===== src/rtl/fetch_unit_pkg.sv =====
// Shared types for the instruction fetch stage: machine word, fetch FSM states, PC step.
// No logic; imported by fetch_unit and fetch_queue.
package fetch_unit_pkg;

  typedef logic [31:0] cpu_word;

  typedef enum logic [0:0] {
    FETCH_RUN    = 1'b0,
    FETCH_HALTED = 1'b1
  } fetch_state;

  localparam int unsigned CPU_PC_STEP = 4;

endpackage


===== src/rtl/fetch_queue.sv =====
// In-order ring of fetch slots {pc, data, filled}: allocated at request, filled at response, popped at head.
// Head outputs come straight from registers (zero added latency); flush empties the ring in one cycle.
module fetch_queue
  import fetch_unit_pkg::*;
#(
  parameter int DEPTH = 2,
  localparam int PW = $clog2(DEPTH),
  localparam int CW = $clog2(DEPTH) + 1
) (
  input  logic          clk,
  input  logic          rst_n,
  input  logic          alloc,
  input  cpu_word       alloc_pc,
  input  logic          fill,
  input  cpu_word       fill_data,
  input  logic          pop,
  input  logic          flush,
  output logic [CW-1:0] occupancy,
  output logic [CW-1:0] unfilled_count,
  output cpu_word       head_pc,
  output cpu_word       head_data,
  output logic          head_filled
);

  cpu_word          pc_q   [DEPTH];
  cpu_word          data_q [DEPTH];
  logic [DEPTH-1:0] filled_q;
  logic [DEPTH-1:0] filled_d;
  logic [PW-1:0]    head_q;
  logic [PW-1:0]    tail_q;
  logic [PW-1:0]    fill_q;
  logic [CW-1:0]    occ_q;
  logic [CW-1:0]    unf_q;

  // Pop and fill never target the same slot: fill only lands on the oldest unfilled entry.
  always_comb begin
    filled_d = filled_q;
    for (int i = 0; i < DEPTH; i++) begin
      if ((pop && head_q == PW'(i)) || (alloc && tail_q == PW'(i))) filled_d[i] = 1'b0;
      if (fill && fill_q == PW'(i)) filled_d[i] = 1'b1;
    end
  end

  always_ff @(posedge clk or negedge rst_n) begin
    if (!rst_n) begin
      for (int i = 0; i < DEPTH; i++) begin
        pc_q[i]   <= '0;
        data_q[i] <= '0;
      end
      filled_q <= '0;
      head_q   <= '0;
      tail_q   <= '0;
      fill_q   <= '0;
      occ_q    <= '0;
      unf_q    <= '0;
    end else if (flush) begin
      filled_q <= '0;
      head_q   <= tail_q;
      fill_q   <= tail_q;
      occ_q    <= '0;
      unf_q    <= '0;
    end else begin
      if (alloc) begin
        pc_q[tail_q] <= alloc_pc;
        tail_q       <= tail_q + 1'b1;
      end
      if (fill) begin
        data_q[fill_q] <= fill_data;
        fill_q         <= fill_q + 1'b1;
      end
      if (pop) head_q <= head_q + 1'b1;
      filled_q <= filled_d;
      occ_q    <= occ_q + CW'(alloc) - CW'(pop);
      unf_q    <= unf_q + CW'(alloc) - CW'(fill);
    end
  end

  assign occupancy      = occ_q;
  assign unfilled_count = unf_q;
  assign head_pc        = pc_q[head_q];
  assign head_data      = data_q[head_q];
  assign head_filled    = filled_q[head_q];

endmodule


===== src/rtl/fetch_unit.sv =====
// Fetch stage: owns the PC, issues credit-limited word reads, feeds the decoder in order; redirect/halt flush.
// Instruction visible 1 cycle after its response; a same-cycle decoder pop frees a request credit.
module fetch_unit
  import fetch_unit_pkg::*;
#(
  parameter cpu_word     RESET_PC = 32'h0000_0000,
  parameter int          DEPTH    = 2,
  parameter int unsigned PC_STEP  = CPU_PC_STEP
) (
  input  logic    clk,
  input  logic    rst_n,
  output logic    imemReqValid,
  input  logic    imemReqReady,
  output cpu_word imemReqAddr,
  input  logic    imemRespValid,
  input  cpu_word imemRespData,
  output logic    iValid,
  input  logic    iReady,
  output cpu_word iReg,
  output cpu_word iPC,
  input  logic    redirectEn,
  input  cpu_word redirectPC,
  input  logic    halt
);

  localparam int CW = $clog2(DEPTH) + 1;
  localparam int KW = $clog2(2 * DEPTH) + 1;

  fetch_state    state_q;
  cpu_word       fetch_pc_q;
  logic [KW-1:0] kill_q;
  logic [CW-1:0] occupancy;
  logic [CW-1:0] unfilled_count;
  logic [CW-1:0] occ_after;
  logic          running;
  logic          flush;
  logic          pop;
  logic          req_fire;
  logic          fill;
  logic          unused_bits;

  assign running   = rst_n && (state_q == FETCH_RUN);
  assign flush     = running && (redirectEn || halt);
  assign pop       = iValid && iReady;
  assign occ_after = occupancy - CW'(pop);

  assign imemReqValid = running && !redirectEn && !halt && (occ_after < CW'(DEPTH));
  assign imemReqAddr  = {fetch_pc_q[31:2], 2'b00};
  assign req_fire     = imemReqValid && imemReqReady;
  assign fill         = imemRespValid && (kill_q == '0) && !flush;
  assign unused_bits  = ^{redirectPC[1:0], fetch_pc_q[1:0]};

  fetch_queue #(.DEPTH(DEPTH)) u_queue (
    .clk           (clk),
    .rst_n         (rst_n),
    .alloc         (req_fire),
    .alloc_pc      (imemReqAddr),
    .fill          (fill),
    .fill_data     (imemRespData),
    .pop           (pop),
    .flush         (flush),
    .occupancy     (occupancy),
    .unfilled_count(unfilled_count),
    .head_pc       (iPC),
    .head_data     (iReg),
    .head_filled   (iValid)
  );

  always_ff @(posedge clk or negedge rst_n) begin
    if (!rst_n) begin
      state_q    <= FETCH_RUN;
      fetch_pc_q <= RESET_PC;
      kill_q     <= '0;
    end else begin
      // A response arriving on a flush cycle retires either a pending kill or the oldest unfilled slot.
      if (flush) kill_q <= kill_q + KW'(unfilled_count) - KW'(imemRespValid);
      else if (imemRespValid && kill_q != '0) kill_q <= kill_q - 1'b1;

      if (running && halt) state_q <= FETCH_HALTED;

      if (flush) fetch_pc_q <= {redirectPC[31:2], 2'b00};
      else if (req_fire) fetch_pc_q <= fetch_pc_q + PC_STEP;
    end
  end

  // Memory never returns more words than were requested.
  always_ff @(posedge clk) begin
    if (rst_n && imemRespValid && kill_q == '0) assert (unfilled_count != '0);
  end

endmodule


===== config.mk =====
export PLATFORM = sky130hd
export DESIGN_NAME = fetch_unit
export DESIGN_NICKNAME = d
export VERILOG_FILES = /design/src/rtl/fetch_unit_pkg.sv /design/src/rtl/fetch_queue.sv /design/src/rtl/fetch_unit.sv
export SDC_FILE = /design/constraint.sdc
export NUM_CORES = 1
export LEC_CHECK = 0
export CAP_MARGIN = 20
export CORE_UTILIZATION = 30
export CTS_CLUSTER_SIZE = 24
export DETAILED_ROUTE_END_ITERATION = 12
export PLACE_DENSITY_LB_ADDON = 0.3
export SKIP_CTS_REPAIR_TIMING = 1
export SLEW_MARGIN = 20
export SYNTH_ARGS = -nofsm -noshare
export SYNTH_HDL_FRONTEND = slang
export SYNTH_SLANG_ARGS = --single-unit

===== constraint.sdc =====
create_clock -name clk -period 2.2 [get_ports clk]
set_input_delay 0.44 -clock clk [delete_from_list [all_inputs] [get_ports clk]]
set_output_delay 0.44 -clock clk [all_outputs]
set_load 0.01 [all_outputs]

# Word-level counts from Yosys, hierarchy flattened
# Cells that the tools add are included.
# Widths: inputs -> output; s select.
dict set report totals {
  wordCells 105
  reg_bits 173
  inputBits 71
}
dict set report classes {
  order_cmp 7
  n_mux 29
  n_addsub 12
  bitwise_logic 8
  reduce_logical 35
}
# operator n
set ops {}
lappend ops {{$mux 32} 10}
lappend ops {{$bwmux 64} 2}
lappend ops {{$demux 32 s1} 2}
lappend ops {{$add 32x3->32 const B} 1}
lappend ops {{$logic_and 1x1->1} 19}
lappend ops {{$mux 1} 10}
lappend ops {{$reduce_bool 3->1} 3}
lappend ops {{$reduce_bool 2->1} 4}
lappend ops {{$ge 2x2->1 const B} 3}
lappend ops {{$mux 2} 3}
lappend ops {{$mux 3} 2}
lappend ops {{$not 1->2} 3}
lappend ops {{$sub 2x1->2} 3}
lappend ops {{$not 1->1} 5}
lappend ops {{$add 2x1->2} 2}
lappend ops {{$lt 2x1->1 const B} 2}
lappend ops {{$reduce_and 2->1} 2}
lappend ops {{$add 1x1->1 const B} 3}
lappend ops {{$add 3x2->3} 1}
lappend ops {{$logic_not 1->1} 3}
lappend ops {{$logic_not 3->1} 1}
lappend ops {{$logic_or 1x1->1} 3}
lappend ops {{$sub 3x1->3} 1}
lappend ops {{$sub 3x1->3 const B} 1}
lappend ops {{other kinds (2)} 2}

# Logic depth before layout (Yosys ltp)
# Gate-level depths: netlist of the first run.
dict set report logic_depth {
  word_depth 12
  mapped_depth 10
  ltp_nobuf 10
}

# By module
# From an unflattened synthesis of the first run, not the netlist that was laid out.
dict set report unflattened {
  hier_cells 643
  hier_area_um2 8335.5
}
# module instances area_each_um2 cells_per_inst seq_area_each_um2
set by_module_without_submodules {}
lappend by_module_without_submodules {fetch_queue 1 6095.8 383 3428.3}
lappend by_module_without_submodules {fetch_unit 1 2239.6 260 850.8}

# Worst setup path after synthesis of the first run
# Ideal clock, no wire load.
dict set report synth_timing {
  path_type {register to register}
  start {reg u_queue.head_q}
  end {reg u_queue.pc_q[34] (netlist bit)}
  setup_time_ns 0.125
  path_stages_with_launch 9
  t_arrival_ns 2.324
  path_slack_ns -0.248
  synth_period_minus_slack_ns 2.448
  cell_sequence {dfrtp_1 mux2_2 and2_1 ha_1 xnor2_1 nand3_2 nor2_1 buf_2 mux2_2}
}
dict set report synth_between {
  elab_chain_cells 8
}
# element line
set synth_rtl {}
lappend synth_rtl {{start: declaration} fetch_queue.sv:29} ;# logic [PW-1:0] head_q;
lappend synth_rtl {{start signal: assignment} fetch_queue.sv:58} ;# head_q <= tail_q;
lappend synth_rtl {{start signal: assignment} fetch_queue.sv:71} ;# if (pop) head_q <= head_q + 1'b1;
lappend synth_rtl {{$mux 1 (implied by the code) (2 in a row)} fetch_queue.sv:82} ;# assign head_filled = filled_q[head_q];
lappend synth_rtl {{via iValid} fetch_unit.sv:17} ;# output logic iValid,
lappend synth_rtl {{$logic_and 1x1->1} fetch_unit.sv:44} ;# assign pop = iValid && iReady;
lappend synth_rtl {{$sub 2x1->2} fetch_unit.sv:45} ;# assign occ_after = occupancy - CW'(pop);
lappend synth_rtl {{$lt 2x2->1} fetch_unit.sv:47} ;# assign imemReqValid = running && !redirectEn && !halt && (occ_after < CW'(DEPTH));
lappend synth_rtl {{$logic_and 1x1->1} fetch_unit.sv:47}
lappend synth_rtl {{$logic_and 1x1->1} fetch_unit.sv:49} ;# assign req_fire = imemReqValid && imemReqReady;
lappend synth_rtl {{$reduce_and 2->1 (no line)} --}
lappend synth_rtl {{end signal: indexed assignment} fetch_queue.sv:64} ;# pc_q[tail_q] <= alloc_pc;
lappend synth_rtl {{end: declaration} fetch_queue.sv:25} ;# cpu_word pc_q [DEPTH];
# The timed path passes the listed nets, and every way through them passes these cells. The select of a mux whose other input is x is not followed.
# A chain may end at the register's enable or synchronous reset.

# Worst setup path in the final report of the first run
dict set report layout_timing {
  start {reg u_queue.head_q}
  end {out imemReqValid}
}
dict set report layout_between {
  elab_chain_cells 6
}
# element line
set layout_rtl {}
lappend layout_rtl {{$mux 1 (implied by the code) (2 in a row)} fetch_queue.sv:82}
lappend layout_rtl {{$logic_and 1x1->1} fetch_unit.sv:44}
lappend layout_rtl {{$sub 2x1->2} fetch_unit.sv:45}
lappend layout_rtl {{$lt 2x2->1} fetch_unit.sv:47}
lappend layout_rtl {{$logic_and 1x1->1} fetch_unit.sv:47}
lappend layout_rtl {{end: declaration} fetch_unit.sv:12} ;# output logic imemReqValid,
# No other way between the ends. The select of a mux whose other input is x is not followed.

==> results.yml, run 1 <==
setup_path:
  start_kind: "flip-flop"
  crit_arrival_ns: 2.08
  rr_worst_depth: 10
  crit_buf_inv: 2
  end_kind: "primary output"
  critPathMaxFanout: 4
  timing.rr.start: "u_queue.head_q"
  slowest_stage: "dfrtp_4"
  path_class: "flip-flop to primary output"
  worstPathCellList: "mux2_4, and2_4, ha_4, xor2_2, nor3_2, buf_4, buf_6"
  critPathTopFamily: "flip-flops"
  cp.required_ns: 1.76
  r2r-end: "u_queue.pc_q[36]"
  max_stage_delay_ns: 0.49
  r2r_slack_ns: -0.29
flow_run:
  maxCapViolCount: 0
logic_synthesis:
  synth-seq-cells: 167
  synthTopCellsByArea: "dfrtp_1 52%, mux2_2 26%, nand2_1 2.0%"
  ys_types: 50
  synthAdderAreaFrac: 0.0198
  synthCells: 633
  synth_warnings: 0
  ys_seq_area_frac: 0.524
  synthSimpleGateAreaFrac: 0.0895
  avgSynthCellArea_um2: 12.6
  async_reset_ff_frac: 1.00
  synth_edf_count: 0
  yosysTopAreaCell: "dfrtp_1"
  synth_top_area_share: 0.524
  synth_area_um2: 7980
  synth_xor_area_frac: 0.0340
  synth-compound-area-share: 0.0450
  synth_top_family_by_area: "multiplexers"
  synth_ff_type: "dfrtp_1"
  muxShareOfSynthArea: 0.260
routing:
  wirelength_um: 22400
  drt-pass1-iter-count: 4
  antenna_left: 0
  drtIter0Drc: 284
  drc: 0
  num_vias: 5813
  vias_per_cell: 4.81
  wl_per_cell_um: 18.5
clock_network:
  cts_sinks: 167
  cts-root-buf: "clkbuf_16"
  cts_buffer_depth: 2
  cts_made_buffers: 17
  clkSlewWorstSetupHoldPaths_ns: 0.07
  cts_tree: "yes"
  h-tree-depth: 4
  clk_latency_ns: 0.43
floorplanning:
  start_util: 0.306
  core_area_um2: 26100
  die_w_um: 165
  dieHeight_um: 165
  row_count: 59
  dieArea_um2: 27300
  ioPinCount: 169
place:
  dp_hpwl_um: 13500
  port_buffers: 162
  gp_congestion: 0.791
finish:
  fin_util: 0.449
  drive_above_1_share: 0.426
  fin_nets: 943
  diodes: 0
  area_growth_syn_to_layout_pct: 46.4
status:
  status: "finished, violations left"
  violations: "negative setup slack"
sta:
  fmax_ghz: 0.396
  rsz0062_at_grt: "true"
  setup_ws_ns: -0.325
  fin_skew_ns: 0.0137
  period_minus_slack_ns: 2.52
  maxSlewHeadroom: 0.531
  setup_viol: 125
  drv_slew: 0
  tightestPinTransition_ns: 0.704
  finalCritPeriodShare: 1.15
  finalHoldViolCount: 0
grt:
  grt_max_degree: 130
  first_global_vias: 5678
  antenna_found_initial: 0
  grt_pass1_wl_um: 31100
  grt-ovfl-total: 0
  grt_usage: 0.150
power_and_ir_drop:
  total_power_mw: 12.5
  peakVddDrop_mv: 0.526
  power_density_nw_per_um2: 1070
  p_leak_nw: 5.71
min_path:
  hold_path.class: "primary input to async pin"
==> stage by stage <==
step	hold WS, ns	worst slack (ns)	cells	area (um^2)	TNS [ns]
2_1_floorplan	0.144	-0.00502	636	8050	-0.124
3_3_place_gp	0.389	-0.526	1148	10400	-42.08
3_5_place_dp	0.391	-0.561	1148	10400	-43.38
4_1_cts	-0.0719	-0.913	1180	11000	-60.61
5_1_grt	0.207	-0.379	1208	11700	-28.77
6_report	0.155	-0.325	1208	11700	-21.42
==> registers in the layout, indices dropped and copies added, names as in the netlist <==
signal                  cells
u_queue.tail_q              1
u_queue.unfilled_count      2
u_queue.data_q             64
u_queue.occupancy           2
kill_q                      3
u_queue.filled_q            2
u_queue.head_q              1
fetch_pc_q                 30
u_queue.pc_q               60
u_queue.fill_q              1
state_q                     1
==> worst max path at each step <==
stage | start | endpoint | slack, ns | cells past startpoint
after floorplan | u_queue.head_q | u_queue.pc_q[34] | -0.005 | 8
after global placement | iReady | imemReqValid | -0.53 | 7
after detailed placement | iReady | imemReqValid | -0.56 | 7
after CTS | u_queue.head_q | imemReqValid | -0.91 | 7
after global routing | u_queue.head_q | imemReqValid | -0.38 | 7
final | u_queue.head_q | imemReqValid | -0.32 | 7
==> cells in the final DEF, fill, tap and decap left out, drive strengths merged, types with 16 or more instances in the layout <==
cell type      Yosys  routed
inv               15      18
dlymetal6s2s       0      29
nor2              22      22
buf               26      69
dfrtp            167     167
clkbuf             7      62
mux2             184     184
nand3             16      16
clkdlybuf4s50      0      97
nand2             43      43
xnor2             16      16
o21ai             30      30
==> kinds of logic (layout without fill, tap and decap cells) <==
group / after synthesis / after routing
multiplexers: 184 / 184
flip-flops: 167 / 167
AND/OR/NAND/NOR: 128 / 128
AO/OA/AOI/OAI: 62 / 62
buffers and inverters: 48 / 285
XOR/XNOR: 31 / 31
adder cells (fa/ha/maj): 12 / 12
other: 1 / 4
==> Yosys cell counts, types with 2 or more instances <==
| master | count |
|---|---|
| nand2_1 | 42 |
| and3_1 | 6 |
| o21ai_0 | 27 |
| xnor2_1 | 16 |
| nand2b_1 | 3 |
| buf_1 | 8 |
| buf_4 | 4 |
| nor3b_1 | 2 |
| o22ai_1 | 4 |
| and4_1 | 2 |
| clkbuf_1 | 5 |
| nand3_1 | 12 |
| nor4_4 | 3 |
| nand3b_1 | 2 |
| o311ai_0 | 3 |
| and3_2 | 2 |
| o21ai_1 | 3 |
| xor2_1 | 15 |
| a21oi_1 | 11 |
| mux2_2 | 184 |
| dfrtp_1 | 167 |
| ha_1 | 11 |
| inv_1 | 14 |
| nand3_2 | 3 |
| buf_2 | 14 |
| and2_1 | 4 |
| nand4_1 | 9 |
| a31oi_1 | 7 |
| a22oi_1 | 2 |
| nor2_1 | 21 |
| nor3_1 | 8 |
==> area by class of cell <==
type / instances / area [um^2]
Fill cell: 2420 / 14400
Sequential cell: 167 / 4180
Multi-Input combinational cell: 421 / 3950
Timing Repair Buffer: 238 / 2450
Clock buffer: 20 / 457
Tap cell: 335 / 419
Clock inverter: 12 / 165
Inverter: 15 / 68.8
==> report_power, final <==
| part | internal (mW) | leakage [nW] | total (mW) | switching (mW) |
|---|---|---|---|---|
| Clock | 1.87 | 0.300 | 3.18 | 1.31 |
| Sequential | 3.95 | 2.13 | 4.57 | 0.618 |
| Combinational | 2.73 | 3.27 | 4.77 | 2.04 |
==> layer usage <==
| layer | up-vias | part of all wire | track usage | wire length (um) |
|---|---|---|---|---|
| li1 | 2707 | - | - | - |
| met1 | 2952 | 0.47 | 0.203 | 10500 |
| met2 | 133 | 0.48 | 0.241 | 10800 |
| met3 | 21 | 0.036 | 0.0305 | 802 |
| met4 | 0 | 0.013 | 0.0413 | 282 |
| met5 | - | 0 | 0 | 0 |
(Power assumes the default switching activity.)
==> run 2, diff against run 1 <==
--- a/config.mk
+++ b/config.mk
@@ -5,7 +5,7 @@
 export SDC_FILE = /design/constraint.sdc
 export NUM_CORES = 1
 export LEC_CHECK = 0
-export CAP_MARGIN = 20
+export CAP_MARGIN = 15
 export CORE_UTILIZATION = 30
 export CTS_CLUSTER_SIZE = 24
 export DETAILED_ROUTE_END_ITERATION = 12
==> results of run 2 <==
Final layout, timing and power as in run 1 (identical DEF).
